===== src/rtl/nibble_ser_pkg.sv =====
// Shared types and line levels for the nibble serializer.
package nibble_ser_pkg;

    typedef enum logic [2:0] {
        IDLE   = 3'd0,
        START  = 3'd1,
        DATA   = 3'd2,
        PARITY = 3'd3,
        STOP   = 3'd4
    } tx_state_t;

    localparam logic TX_IDLE_LVL  = 1'b1;
    localparam logic TX_START_LVL = 1'b0;

endpackage


===== src/rtl/bit_tick_gen.sv =====
// Bit-period down-counter: ticks on the last cycle of every serial bit.
module bit_tick_gen #(
    parameter int unsigned BIT_CYCLES = 4
) (
    input  logic clk,
    input  logic rst,
    input  logic clear,
    output logic tick
);

    localparam int unsigned CW = (BIT_CYCLES > 1) ? $clog2(BIT_CYCLES) : 1;
    localparam logic [CW-1:0] RELOAD = CW'(BIT_CYCLES - 1);

    if (BIT_CYCLES == 0 || BIT_CYCLES > 65535) begin : g_bad_bit_cycles
        $error("bit_tick_gen: BIT_CYCLES must be in 1..65535");
    end

    logic [CW-1:0] cnt;

    always_ff @(posedge clk) begin
        if (rst || clear || tick) begin
            cnt <= RELOAD;
        end else begin
            cnt <= cnt - 1'b1;
        end
    end

    assign tick = (cnt == '0);

endmodule


===== src/rtl/nibble_serializer.sv =====
// Serializes a handshaked nibble as start / 4 data bits LSB first / optional parity / stop.
module nibble_serializer
    import nibble_ser_pkg::*;
#(
    parameter int unsigned BIT_CYCLES = 4,
    parameter bit          PARITY_EN  = 1'b1,
    parameter bit          PARITY_ODD = 1'b0
) (
    input  logic       clk,
    input  logic       rst,
    input  logic [3:0] din,
    input  logic       din_valid,
    output logic       din_ready,
    output logic [1:0] sel2,
    output logic       tx_out,
    output logic       busy,
    output logic       done
);

    tx_state_t  state;
    tx_state_t  state_nxt;
    logic [3:0] nib;
    logic [3:0] nib_nxt;
    logic [1:0] sel_nxt;
    logic [1:0] sel_inc;
    logic       tx_nxt;
    logic       ready_nxt;
    logic       busy_nxt;
    logic       clear;
    logic       tick;
    logic       parity_bit;

    bit_tick_gen #(
        .BIT_CYCLES(BIT_CYCLES)
    ) u_tick (
        .clk  (clk),
        .rst  (rst),
        .clear(clear),
        .tick (tick)
    );

    assign parity_bit = (^nib) ^ PARITY_ODD;
    assign sel_inc    = sel2 + 2'd1;

    always_ff @(posedge clk) begin
        if (rst) begin
            state     <= IDLE;
            nib       <= '0;
            sel2      <= '0;
            tx_out    <= TX_IDLE_LVL;
            din_ready <= 1'b1;
            busy      <= 1'b0;
        end else begin
            state     <= state_nxt;
            nib       <= nib_nxt;
            sel2      <= sel_nxt;
            tx_out    <= tx_nxt;
            din_ready <= ready_nxt;
            busy      <= busy_nxt;
        end
    end

    // Line value and state are registered one step ahead, so tx_out changes on the bit edge.
    always_comb begin
        state_nxt = state;
        nib_nxt   = nib;
        sel_nxt   = sel2;
        tx_nxt    = tx_out;
        ready_nxt = din_ready;
        busy_nxt  = busy;
        clear     = 1'b0;
        case (state)
            IDLE: begin
                if (din_valid) begin
                    nib_nxt   = din;
                    clear     = 1'b1;
                    state_nxt = START;
                    tx_nxt    = TX_START_LVL;
                    ready_nxt = 1'b0;
                    busy_nxt  = 1'b1;
                    sel_nxt   = '0;
                end
            end
            START: begin
                if (tick) begin
                    state_nxt = DATA;
                    sel_nxt   = '0;
                    tx_nxt    = nib[0];
                end
            end
            DATA: begin
                if (tick) begin
                    sel_nxt = sel_inc;
                    if (sel2 == 2'd3) begin
                        if (PARITY_EN) begin
                            state_nxt = PARITY;
                            tx_nxt    = parity_bit;
                        end else begin
                            state_nxt = STOP;
                            tx_nxt    = TX_IDLE_LVL;
                        end
                    end else begin
                        tx_nxt = nib[sel_inc];
                    end
                end
            end
            PARITY: begin
                if (tick) begin
                    state_nxt = STOP;
                    tx_nxt    = TX_IDLE_LVL;
                end
            end
            STOP: begin
                if (tick) begin
                    state_nxt = IDLE;
                    ready_nxt = 1'b1;
                    busy_nxt  = 1'b0;
                end
            end
            default: begin
                state_nxt = IDLE;
                tx_nxt    = TX_IDLE_LVL;
                ready_nxt = 1'b1;
                busy_nxt  = 1'b0;
                sel_nxt   = '0;
            end
        endcase
    end

    // Decoded purely from flops (state and counter), so it carries no input-to-output path.
    assign done = (state == STOP) && tick;

endmodule


===== config.mk =====
export PLATFORM = sky130hd
export DESIGN_NAME = nibble_serializer
export DESIGN_NICKNAME = d
export VERILOG_FILES = /design/src/rtl/nibble_ser_pkg.sv /design/src/rtl/bit_tick_gen.sv /design/src/rtl/nibble_serializer.sv
export SDC_FILE = /design/constraint.sdc
export NUM_CORES = 1
export LEC_CHECK = 0
export BUFFER_PORTS_ARGS = -buffer_cell sky130_fd_sc_hd__buf_4
export CAP_MARGIN = 15
export CORE_MARGIN = 2
export CORE_UTILIZATION = 40
export DETAILED_ROUTE_END_ITERATION = 6
export GPL_TIMING_DRIVEN = 0
export SETUP_SLACK_MARGIN = 0.15
export SYNTH_ARGS = -nofsm -noshare
export SYNTH_HDL_FRONTEND = slang
export SYNTH_SLANG_ARGS = --single-unit

===== constraint.sdc =====
create_clock -name clk -period 2 [get_ports clk]
set_clock_uncertainty 0.15 [all_clocks]
set_input_delay 0.6 -clock clk [delete_from_list [all_inputs] [get_ports clk]]
set_output_delay 0.6 -clock clk [all_outputs]
set_load 0.02 [all_outputs]

==> results.json <==
{
  "drive_gt1_share_pct": 40.4,
  "p_per_area_nw_per_um2": 634,
  "routedWlPerCell_um": 11.9,
  "fp.dieW_um": 46.6,
  "fmax_mhz": 527,
  "core-area_um2": 1710,
  "ys_async_sr_fraction_pct": 0,
  "ios": 13,
  "n_antenna_cell": 0,
  "clk_pin_slew_ns": 0.09,
  "syn_area_per_cell_um2": 8.94,
  "status": "finished, final reports clean",
  "power.leakage_nw": 0.411,
  "ys_ff_latch": 14,
  "cp_max_fo": 2,
  "slowest_delay_ns": 0.32,
  "setup_viol": 0,
  "fin_crit_ns": 1.90,
  "drc": 0,
  "area_delta_synth_final_pct": 37.8,
  "gp_congestion": 0.762,
  "grt_setup_unrepaired": "true",
  "peakVddDrop_mv": 0.337,
  "hpwl_um": 1030,
  "drt-vias-per-instance": 4.82,
  "final.period_utilization_pct": 94.9,
  "ys_warn_count": 0,
  "antenna_found_initial": 0,
  "slowest_stage": "dfxtp_2",
  "firstDrtPassIters": 4,
  "synthAdderAreaFrac_pct": 3.45,
  "worstPathRequired_ns": 1.25,
  "synth_compound_area_share_pct": 12.6,
  "utilization_pct": 58.5,
  "cts_buffer_depth": 2,
  "tightest_slew_ns": 0.434,
  "die_y_um": 46.6,
  "ys_types": 31,
  "wl_met2_um": 753,
  "highest_layer": "met4",
  "first_global_vias": 536,
  "drtIter0Drc": 10,
  "fin_area_um2": 998,
  "synth-edff-count": 0,
  "slew_violations": 0,
  "drv_cap": 0,
  "drt_wl_total_um": 1530,
  "synthMuxAreaShare_pct": 8.64,
  "via_count": 622,
  "cts_tree": "yes",
  "worstSetupEndpointType": "output pin",
  "synthXorXnorAreaFrac_pct": 4.84,
  "cts_root_buf": "clkbuf_4",
  "wl_met1_um": 732,
  "crit_arrival_ns": 1.15,
  "relSlewSlack_pct": 71.1,
  "synth_top_area_share_pct": 38.7,
  "start_util_pct": 42.4,
  "post_synth_instance_area_um2": 724,
  "setup-tns-final_ns": 0,
  "n_fill_cell": 171,
  "synthTopCellsByArea": "dfxtp_1 39%, nor2_1 5.7%, mux2i_1 5.5%",
  "seq_area_frac_synth_pct": 38.7,
  "htreeDepth": 1,
  "syn_nets": 90,
  "insertion_delay_ns": 0.28,
  "post-place-cells": 118,
  "cts_buffers": 3,
  "postRouteAntennaNets": 0,
  "synth_top_area_cell": "dfxtp_1",
  "min_path_type": "reg -> reg",
  "grt_max_degree": 11,
  "syn_inst": 81,
  "grt_first_pass_wirelength_um": 2400,
  "ys.flop_type": "dfxtp_1",
  "wl_met3_um": 42,
  "row_count": 15,
  "place_area_um2": 848,
  "io_buffers": 12,
  "setup_slack_ns": 0.102,
  "startpoint_type": "flop",
  "hold_viol": 0,
  "grt_overflow": 0,
  "synth_top_family_by_area": "simple AND/OR/NAND/NOR gates",
  "clock_sink_count": 14,
  "grt_usage_pct": 15.9,
  "synth_simple_gate_area_share_pct": 22.5,
  "fin_nets": 114,
  "criticalPathCategory": "reg -> out",
  "final_cells": 129,
  "seq_area_um2": 285,
  "die-area_um2": 2170,
  "dp_slack_ns": -0.00730,
  "multi_input_area_um2": 412,
  "path_cells": "inv_2 > ha_4 > buf_8 > inv_6 > nor2_4 > buf_6"
}
==> flip-flops by register name (all words and copies together), names as in the netlist <==
signal and count:
din_ready 1, u_tick.cnt 2, state 3, busy 1, nib 4, sel2 2, tx_out 1
==> per-stage QoR <==
stage / hold WS (ns) / total power, mW
2_1_floorplan: 0.208 / 0.384
3_3_place_gp: 0.216 / 0.413
3_5_place_dp: 0.220 / 0.415
4_1_cts: 0.253 / 0.634
5_1_grt: 0.284 / 0.662
6_report: 0.261 / 0.633
==> synthesized netlist by cell type, types with 3 or more instances <==
cell,instances
nand2_1,6
nor3_1,3
mux2i_1,4
buf_6,3
nor2_1,11
dfxtp_1,14
inv_1,5
a21oi_1,4
==> final timing paths <==
check,from,endpoint,slack (ns),depth (start not counted)
worst max-delay path,u_tick.cnt[1],done,0.10,6
worst min register to register,u_tick.cnt[0],u_tick.cnt[0],0.26,1
worst min-delay path,u_tick.cnt[0],u_tick.cnt[0],0.26,1
worst max register to register,sel2[0],tx_out,0.21,4
==> power breakdown <==
part	leakage (nW)	switching, mW	total, mW	internal [mW]
clock network	0.0210	0.0939	0.205	0.111
registers	0.115	0.0119	0.308	0.296
logic	0.275	0.0553	0.120	0.0647
==> cell families after synthesis <==
group | count (synthesis)
AO/OA/AOI/OAI | 14
adder cells (fa/ha/maj) | 2
flip-flops | 14
multiplexers | 5
XOR/XNOR | 4
buffers and inverters | 11
AND/OR/NAND/NOR | 31
==> per-layer routing <==
layer  track usage, %  up-vias
li1                 -      322
met1             21.0      290
met2             24.7        8
met3             2.35        2
met4             8.57        0
met5                0        -
==> final cells by class <==
cell class | count | area share (%)
Inverter | 5 | 2.38
Timing Repair Buffer | 19 | 15.0
Clock buffer | 4 | 3.63
Buffer | 6 | 6.02
Tap cell | 25 | 3.13
Sequential cell | 14 | 28.6
Multi-Input combinational cell | 56 | 41.2
==> timing repair <==
action                     CTS  global route
hold buffers                 0             0
resized for setup           16             4
buffers inserted             7             0
setup endpoints to repair    5             6
pin swaps                    4             2
==> layout by cell type (no fill, tap or decap), types with 2 or more instances in the layout <==
| cell | synthesis | layout |
|---|---|---|
| buf_4 | 1 | 18 |
| nor2_1 | 11 | 10 |
| dfxtp_1 | 14 | 10 |
| buf_6 | 3 | 5 |
| nand2_1 | 6 | 5 |
| mux2i_1 | 4 | 4 |
| a21oi_1 | 4 | 4 |
| dfxtp_2 | 0 | 4 |
| nor3_1 | 3 | 3 |
| clkbuf_4 | 0 | 3 |
| inv_2 | 0 | 2 |
| nor2b_1 | 2 | 2 |
| xor2_1 | 2 | 2 |
| xnor2_1 | 2 | 2 |
| o211ai_1 | 2 | 2 |
| inv_1 | 5 | 2 |
| nand3_1 | 2 | 2 |
| o21ai_0 | 2 | 2 |
| ha_4 | 0 | 2 |
==> critical path: cells and delay by family (launching register included) <==
family                     cells  cell delay, ns
buffers and inverters          4            0.31
adders and majority gates      1            0.14
DFF                            1            0.32
and+or+nand+nor                1            0.09
(Power assumes the default switching activity.)
